**config.mk**
```make
export PLATFORM = sky130hd
export DESIGN_NAME = seq_div
export DESIGN_NICKNAME = d
export VERILOG_FILES = /design/src/rtl/seq_div.sv
export SDC_FILE = /design/constraint.sdc
export NUM_CORES = 1
export LEC_CHECK = 0
export CORE_UTILIZATION = 30
export DETAILED_ROUTE_END_ITERATION = 10
export GPL_TIMING_DRIVEN = 0
export MAX_ROUTING_LAYER = met4
export PLACE_DENSITY = 0.47
export SYNTH_ARGS = -nofsm -noshare
export SYNTH_HDL_FRONTEND = slang
export SYNTH_SLANG_ARGS = --single-unit
```
**constraint.sdc**
```tcl
create_clock -name clk -period 2.9 [get_ports clk]
set_input_delay 0.58 -clock clk [delete_from_list [all_inputs] [get_ports clk]]
set_output_delay 0.58 -clock clk [all_outputs]
set_load 0.1 [all_outputs]
```
**src/rtl/seq_div.sv**
```systemverilog
// seq_div: sequential unsigned restoring divider, one quotient bit per clock, MSB first.
module seq_div #(
    parameter int N = 4
) (
    input  logic         clk,
    input  logic         rst,
    input  logic         start,
    input  logic [N-1:0] a,
    input  logic [N-1:0] b,
    output logic [N-1:0] q,
    output logic [N-1:0] r,
    output logic         busy,
    output logic         done,
    output logic         div_zero
);
    localparam int CW = $clog2(N + 1);
    localparam logic [0:0] IDLE = 1'b0;
    localparam logic [0:0] RUN  = 1'b1;
    logic [0:0]    state;
    logic [N-1:0]  dvd;
    logic [N-1:0]  dvs;
    logic [N-1:0]  rem;
    logic [CW-1:0] cnt;
    logic [N:0]    s;
    logic [N:0]    t;
    logic [N-1:0]  rem_nx;
    logic [N-1:0]  dvd_nx;
    // The dividend register doubles as the quotient: bits leave at the MSB and results enter at the LSB.
    // The partial remainder never reaches 2^N because it stays below the divisor, so N bits suffice.
    always_comb begin
        s      = {rem, dvd[N-1]};
        t      = s - {1'b0, dvs};
        rem_nx = t[N] ? s[N-1:0] : t[N-1:0];
        dvd_nx = {dvd[N-2:0], ~t[N]};
    end
    assign busy = state == RUN;
    always_ff @(posedge clk or posedge rst) begin
        if (rst) begin
            state    <= IDLE;
            dvd      <= '0;
            dvs      <= '0;
            rem      <= '0;
            cnt      <= '0;
            q        <= '0;
            r        <= '0;
            done     <= 1'b0;
            div_zero <= 1'b0;
        end else begin
            done <= 1'b0;
            if (state == IDLE) begin
                if (start && b != '0) begin
                    dvd      <= a;
                    dvs      <= b;
                    rem      <= '0;
                    cnt      <= '0;
                    div_zero <= 1'b0;
                    state    <= RUN;
                end else if (start) begin
                    q        <= '1;
                    r        <= a;
                    div_zero <= 1'b1;
                    done     <= 1'b1;
                end
            end else begin
                dvd <= dvd_nx;
                rem <= rem_nx;
                cnt <= cnt + 1'b1;
                if (cnt == CW'(N - 1)) begin
                    q     <= dvd_nx;
                    r     <= rem_nx;
                    done  <= 1'b1;
                    state <= IDLE;
                end
            end
        end
    end
endmodule
```
==> Word-level counts from Yosys, hierarchy flattened <==
Cells that the tools add are included.
{ "op_classes": {"addsub": 2, "n_eq_ne": 3, "mux": 24, "n_bitwise": 2, "reduce_logical": 8} }
{ "ops": {"columns": ["op", "count"], "rows": [
  ["two-way mux 4 bit", 13],
  ["two-way mux 1 bit", 9],
  ["two-way mux 3 bit", 2],
  ["nonzero test 2 bit", 3],
  ["subtractor 5 x 4 -> 5 bit", 1],
  ["AND reduction 2 bit", 2],
  ["nonzero test 4 bit", 1],
  ["adder 3 x 1 -> 3 bit (second input constant)", 1],
  ["equality test 3 x 2 -> 1 bit (second input constant)", 1],
  ["AND reduction 3 bit", 1],
  ["inequality test 2 x 1 -> 1 bit (second input constant)", 1],
  ["inequality test 2 bit (second input constant)", 1],
  ["inverter 1 bit", 2],
  ["logical AND 1 bit", 1]
]} }
{ "totals": {"register_bits": 26, "input_bits": 11, "output_inout_bits": 11, "elab_cells": 48} }

==> Depth between registers and ports, before layout <==
Gate-level depths: netlist (run 1).
{ "logic_depth": {"word_depth": 4, "ltp_mapped": 8, "ltp_nobuf": 8} }

==> Worst setup path after synthesis (run 1) <==
OpenSTA, ideal clock, no wires.
{ "synth_timing": {"path_type": "register to register", "startpoint": "reg dvd[3]", "endpoint": "reg r[2]", "setup_ns": 0.126, "arrival_time_ns": 1.858, "t_required_ns": 2.774, "slack_ns": 0.916, "stages_incl_launch_ff": 8, "n_path_buf": 0, "period_less_slack_ns": 1.984, "path_cell_list": "dfrtp_1 inv_1 ha_1 fa_1 nand2b_1 a21oi_4 o21ai_0 o32a_1"} }
{ "synth_via": {"elab_chain_len": 4} }
{ "synth_rtl": {"columns": ["element", "line", "rtl"], "rows": [
  ["start: declaration", "20", "logic [N-1:0] dvd;"],
  ["start signal: assignment", "65", "dvd <= dvd_nx;"],
  ["subtractor 5 x 4 -> 5 bit", "32", "t = s - {1'b0, dvs};"],
  ["two-way mux 4 bit", "33", "rem_nx = t[N] ? s[N-1:0] : t[N-1:0];"],
  ["two-way mux 4 bit", "68", "if (cnt == CW'(N - 1)) begin"],
  ["two-way mux 4 bit", "50", "if (state == IDLE) begin"],
  ["end signal: assignment", "70", "r <= rem_nx;"],
  ["end: declaration", "11", "output logic [N-1:0] r,"]
]} }
No other way between the ends. The select of a mux whose other input is x is not followed.
A chain may end at the register's enable or synchronous reset.

==> Final worst setup path (run 1) <==
{ "layout_timing": {"startpoint": "reg state, in the netlist busy", "endpoint": "out busy"} }
{ "layout_lines": {"columns": ["element", "line", "rtl"], "rows": [
  ["start: declaration", "19", "logic [0:0] state;"],
  ["start signal: assignment", "39", "state <= IDLE;"],
  ["start signal: assignment", "57", "state <= RUN;"],
  ["start signal: assignment", "72", "state <= IDLE;"],
  ["end: declaration", "12", "output logic busy,"]
]} }
No word-level cell between the ends.

==> results of run 1 <==
-- layout by cell type, fill, tap and decap left out, types with 3 or more instances in the layout --
cell type / synthesis / routed
dfrtp_1: 26 / 26
nand3_1: 5 / 5
nand2_1: 15 / 15
a21oi_1: 9 / 9
clkbuf_8: 1 / 4
or3_1: 3 / 3
nor2_1: 13 / 13
ha_1: 6 / 6
buf_2: 3 / 3
clkdlybuf4s50_1: 0 / 21
o21ai_0: 12 / 12
inv_1: 9 / 9
nand3b_1: 3 / 3
-- registers in the layout (all words and copies together) (netlist names) --
signal    flops
rem           4
busy          1
done          1
div_zero      1
dvs           4
q             4
r             4
dvd           4
cnt           3
-- cell type report --
cell class                      instances  share of cell area, %
Sequential cell                        26                  36.80
Inverter                                9                  1.911
Clock inverter                          1                  1.699
Buffer                                  7                  3.114
Timing Repair Buffer                   21                  11.89
Clock buffer                            3                  2.335
Tap cell                               52                  3.680
Multi-Input combinational cell        101                  38.57
-- Yosys cell counts, drive strengths merged --
library cell | n | area share (%)
a21oi | 11 | 4.9
a31oi | 2 | 0.88
nand2 | 16 | 4.4
ha | 6 | 5.3
nor3 | 2 | 0.70
a21o | 2 | 1.1
clkbuf | 1 | 0.97
a41oi | 3 | 2.4
nand4b | 1 | 0.62
xor2 | 1 | 0.62
xnor2 | 2 | 1.8
nand2b | 3 | 1.8
inv | 9 | 2.4
nand3 | 6 | 2.5
a211o | 1 | 0.62
and2 | 1 | 0.44
o32a | 1 | 0.70
buf | 6 | 2.9
mux2i | 2 | 1.4
and3 | 2 | 0.88
fa | 1 | 1.4
o22ai | 1 | 0.44
or3 | 3 | 1.3
o21ai | 13 | 4.6
mux2 | 2 | 1.8
nor4 | 1 | 1.5
dfrtp | 26 | 46
nand3b | 3 | 1.6
nor2 | 14 | 3.9
nand4 | 1 | 0.44
-- final timing paths --
check	from	endpoint	cells past startpoint
max	busy$_DFF_PP0_	busy	1
min	div_zero$_DFFE_PP0P_	div_zero$_DFFE_PP0P_	2
max reg2reg	dvd[3]$_DFFE_PP0P_	r[2]$_DFFE_PP0P_	7
min reg2reg	div_zero$_DFFE_PP0P_	div_zero$_DFFE_PP0P_	2
max in group asynchronous	rst	rem[1]$_DFFE_PP0P_	2
min in group asynchronous	rst	dvs[3]$_DFFE_PP0P_	2
-- through the flow --
step / worst slack, ns / utilization [%] / area, sq um / std cells / hold WS, ns
floorplan: 0.9158 / - / 1421 / 143 / 0.4536
global placement: 0.5786 / 38.18 / 1697 / 216 / 0.4702
detailed placement: 0.5694 / 38.18 / 1697 / 216 / 0.4757
CTS: 0.5028 / 39.78 / 1768 / 220 / 0.4998
global route: 0.4767 / 39.78 / 1768 / 220 / 0.5173
finish: 0.5291 / 39.78 / 1768 / 220 / 0.4939
-- kinds of logic (layout without fill, tap and decap cells) --
logic type / count (synthesis) / count (layout) / share of synthesized area (%)
xor gates and xnor gates: 3 / 3 / 2.377
buffers and inverters: 16 / 41 / 6.249
AOI/OAI and AO/OA: 34 / 34 / 15.58
DFF: 26 / 26 / 45.77
and+or+nand+nor: 53 / 53 / 20.07
adders and majority gates: 7 / 7 / 6.690
muxes: 4 / 4 / 3.257
-- metal layers --
metal	vias up	share of wire (%)	wire [um]	GRT usage (%)
li1	544	-	-	-
met1	540	50	1573	19.82
met2	16	45	1405	21.90
met3	5	2.7	85	2.137
met4	0	1.9	59	6.000
met5	-	0	0	-
==> summary.md, run 1 <==
| Metric | Value |
|---|---|
| Status | finished, final reports clean |
| IO Port Bufs | 21 |
| Layout Skew | roughly 0.0034 ns |
| Mapped cell area | approximately 0.0014 sq mm |
| Multi-input gate area | a little under 700 sq um |
| Worst setup EP type | output port |
| Fill cells | roughly 480 |
| Largest net degree at the start of global routing | 27 |
| Fraction of layout cells with a size suffix above 1 | 12.50% |
| # rows | 24 |
| Setup crit start kind | register |
| Grt total ovfl | 0 |
| H-tree lvl count | 1 |
| CTS tree | built |
| Setup violators final | 0 |
| Clock insertion delay at the later pin of the skew report | 0.28 ns |
| Routability Congestion | slightly below 0.8 |
| DIE AREA | between 0.005 and 0.006 sq mm |
| Vias/cell | between 5 and 6 |
| Initial Util | around a third |
| Ys Warns | 0 |
| # Post-CTS Setup Buffers | 0 |
| Setup CP Type | register to output port |
| Antenna cells | 0 |
| Final slew viol count | 0 |
| Clock root cell | clkbuf_8 |
| IO Pins | 22 |
| Worst path cell trace | clkdlybuf4s50_1 |
| Tcrit/Tclk final | 81.76% |
| Synth-to-Final Area Change | 24.38% |
| Post-synthesis register bit count | 26 |
| Iter 0 DRT Violations | 35 |
| Final hold vios | 0 |
| Register area | ~650 sq um |
| Synth cell types | 42 |
| Initial antenna violation count | 0 |
| Syn Inst Count | 143 |
| Die Y | a little over 70 um |
| Vias | around 1.1k |
| Hold/Removal Path Class | register to register |
| WL/cell | about 14 um |
| CP Data Required Time | about 2.3 ns |
| Worst stage delay on the critical path | around 1.1 ns |
| Post-Syn Nets | roughly 160 |
| CTS buffer count | 3 |
| Fin nets | ~190 |
| Final TNS setup | 0 ns |
| Slew at the pin with the worst max-slew slack | 1.045 ns |
| Final min period | ~2.4 ns |
| Routed Wire Length | 3.123 mm |
| Syn_area_per_cell | 9.940 sq um |
| Resized Gates After CTS | 0 |
| Sink Count | 26 |
| Number of max-cap violations | 0 |
| CP arrival | 1.79 ns |
| Crit path max fanout | 3 |
| CTS max path bufs | 2 |
| Register area share after synthesis | 45.77% |
| Core ar. | approximately 0.0044 sq mm |
| CTS Hold Bufs | 0 |
| RSZ-0062 raised after global routing | no |
| Dpl hpwl | about 2.4 mm |
| Antenna Nets Post-Route | 0 |
| Clk slew on worst S/H paths | approximately 0.09 ns |
| Max Fclk | 421.8 MHz |
| First-pass GRT wire length | around 5.4 mm |
| Die width | 70.83 um |
| Drt drc | 0 |
| Overall routing resource usage | between 10% and 20% |
| Number of global-route vias before repair | ~1.1k |
| R2r setup slk | between 0.6 and 0.7 ns |
| Slew HR | approximately 30% |
| Slowest CP cell | clkdlybuf4s50_1 |
| Drt first pass iters | 6 |
| Worst Path Buf+Inv | 1 |
| CP delay by family, top | buffers and inverters |
Power of run 1 is not shown: default switching activity piles up to over one toggle a cycle in this logic, so the estimate is an artifact.
==> run 2, diff against run 1 <==
Clock period 2.9 ns to 2.2 ns, I/O delays scaled along.
==> run 2 against run 1 <==
Against the previous run: clock skew about the same; core utilization rose by 0.73 points; hold slack got worse by 0.0049 ns; register-to-register slack worse by 0.56 ns; sequential share of layout area shrank 0.66 points; worst setup slack got worse by 0.40 ns; cell area increased by 1.8%; first-iteration DRC count up 8.6%; critical path depth grew 8; final cell count rose by 1.8%; via count grew 1.5%; sequential cell count unchanged.
==> summary.md, run 2 (same netlist as run 1, synthesis figures left out) <==
| Metric | Value |
|---|---|
| IO Pins | 22 |
| CP delay by family, top | adder cells |
| Slew at the pin with the worst max-slew slack | approximately 1.0 ns |
| Routed Wire Length | 3.177 mm |
| Dpl hpwl | 2.354 mm |
| Antenna cells | 0 |
| Fin nets | 191 |
| Routability Congestion | between 0.7 and 0.8 |
| Layout Skew | about 0.0035 ns |
| Status | finished, final reports clean |
| Non-Filler Instances | approximately 220 |
| Vias/cell | 5.009 |
| Clk slew on worst S/H paths | 0.09 ns |
| Most frequent CP cell | buf_4 |
| Final TNS setup | 0 ns |
| H-tree lvl count | 1 |
| CP Data Required Time | approximately 2.4 ns |
| RR Startpoint | dvd[3]$_DFFE_PP0P_ |
| Iter 0 DRT Violations | 38 |
| First-pass GRT wire length | around 5.5 mm |
| Worst path cell trace | inv_1, ha_1, fa_2, nand2b_4, a21oi_4, buf_4, buf_4, o21ai_0, a41oi_1 |
| WL/cell | 14.18 um |
| Most common cell after layout, fill and taps aside | dfrtp_1 |
| Initial Util | 31.98% |
| Vias | 1122 |
| Die Y | ~71 um |
| Clock insertion delay at the later pin of the skew report | ~0.28 ns |
| Overall routing resource usage | 14.70% |
| Worst Path Buf+Inv | 3 |
| Cells after DPL | between 200 and 250 |
| Die width | between 70 and 80 um |
| Final slew viol count | 0 |
| CTS buffer count | 3 |
| Tcrit/Tclk final | 93.91% |
| CP arrival | roughly 2.3 ns |
| CTS max path bufs | 2 |
| Drt first pass iters | 6 |
| Worst setup EP type | register |
| Min-delay src | div_zero$_DFFE_PP0P_ |
| Final hold vios | 0 |
| Drt drc | 0 |
| Antenna Nets Post-Route | 0 |
| CTS tree | built |
| Clock root cell | clkbuf_8 |
| DIE AREA | roughly 0.005 sq mm |
| Slew HR | roughly 30% |
| Grt total ovfl | 0 |
| Hold/Removal Path Class | register to register |
| Most used cells in the layout excluding fill and tap cells | dfrtp_1 (26), nand2_1 (14), nor2_1 (13) |
| Crit path max fanout | 7 |
| Sink Count | 26 |
| CTS Hold Bufs | 0 |
| Slowest CP cell | dfrtp_1 |
| IO Port Bufs | 21 |
| Synth-to-Final Area Change | 26.67% |
| Core ar. | about 0.0044 sq mm |
| Number of global-route vias before repair | approximately 1.1k |
| Initial antenna violation count | 0 |
| Setup violators final | 0 |
| Largest net degree at the start of global routing | 27 |
| Final min period | about 2.1 ns |
| Critical path origin | dvd[3]$_DFFE_PP0P_ |
| Number of max-cap violations | 0 |
| Setup crit start kind | register |
| Max Fclk | roughly 480 MHz |
| Worst stage delay on the critical path | about 0.38 ns |
| Setup CP Type | register to register |
| # rows | 24 |
| Fraction of layout cells with a size suffix above 1 | around 16% |
[run 2: cell types whose count changed in the layout (fill, tap and decap cells not counted), sizes merged]
cell,previous run,this run
clkdlybuf4s50,21,10
dlygate4sd2,0,10
buf,6,10
dlymetal6s2s,0,1
[run 2: stage by stage]
step | hold slack [ns] | util (%) | worst slack, ns | cell area [sq um]
after global routing | 0.5122 | 40.51 | -0.009972 | 1800
final | 0.4890 | 40.51 | 0.1340 | 1800
after global placement | 0.4702 | 38.18 | 0.01859 | 1697
after CTS | 0.4950 | 40.01 | 0.002929 | 1778
after detailed placement | 0.4757 | 38.18 | -0.0002114 | 1697
after floorplan | 0.4536 | - | 0.2158 | 1421
[run 2: final timing paths]
path                       cells after the start                   end  slack [ns]
setup / recovery                               9      r[1]$_DFFE_PP0P_        0.13
hold / removal                                 2  div_zero$_DFFE_PP0P_        0.49
setup reg to reg                               9      r[1]$_DFFE_PP0P_        0.13
hold reg to reg                                2  div_zero$_DFFE_PP0P_        0.49
max in group asynchronous                      2    rem[1]$_DFFE_PP0P_        0.86
min in group asynchronous                      2    dvs[3]$_DFFE_PP0P_        0.71
[run 2: what timing repair did]
action                                  in CTS  in global routing
endpoints found under the setup margin      11                  8
resized for setup                           11                  5
endpoints found under the hold margin        0                  0
buffers inserted                             3                  1
pin swaps                                    1                  2
[run 2: routing by layer]
metal | up-vias | routed length, um | GRT usage (%)
met5 | - | 0 | -
met2 | 14 | 1440 | 22.33
li1 | 553 | - | -
met3 | 5 | 58 | 2.137
met1 | 550 | 1619 | 19.73
met4 | 0 | 59 | 6.000
[run 2: worst register-to-register path: cells and delay by family, from the launching register on]
kind	cells	cell delay, ns
flops	1	0.38
compound gates	3	0.56
buf+inv	3	0.32
simple gates	1	0.16
fa+ha+maj	2	0.59
[run 2: area by class of cell]
class | instances | area (sq um)
Multi-Input combinational cell | 101 | 694.4
Fill cell | 482 | 2644
Clock inverter | 1 | 30.03
Tap cell | 52 | 65.06
Inverter | 9 | 33.78
Clock buffer | 3 | 41.29
Timing Repair Buffer | 25 | 230.2
Buffer | 7 | 55.05
Sequential cell | 26 | 650.6
Power of run 2 is left out for the same reason.
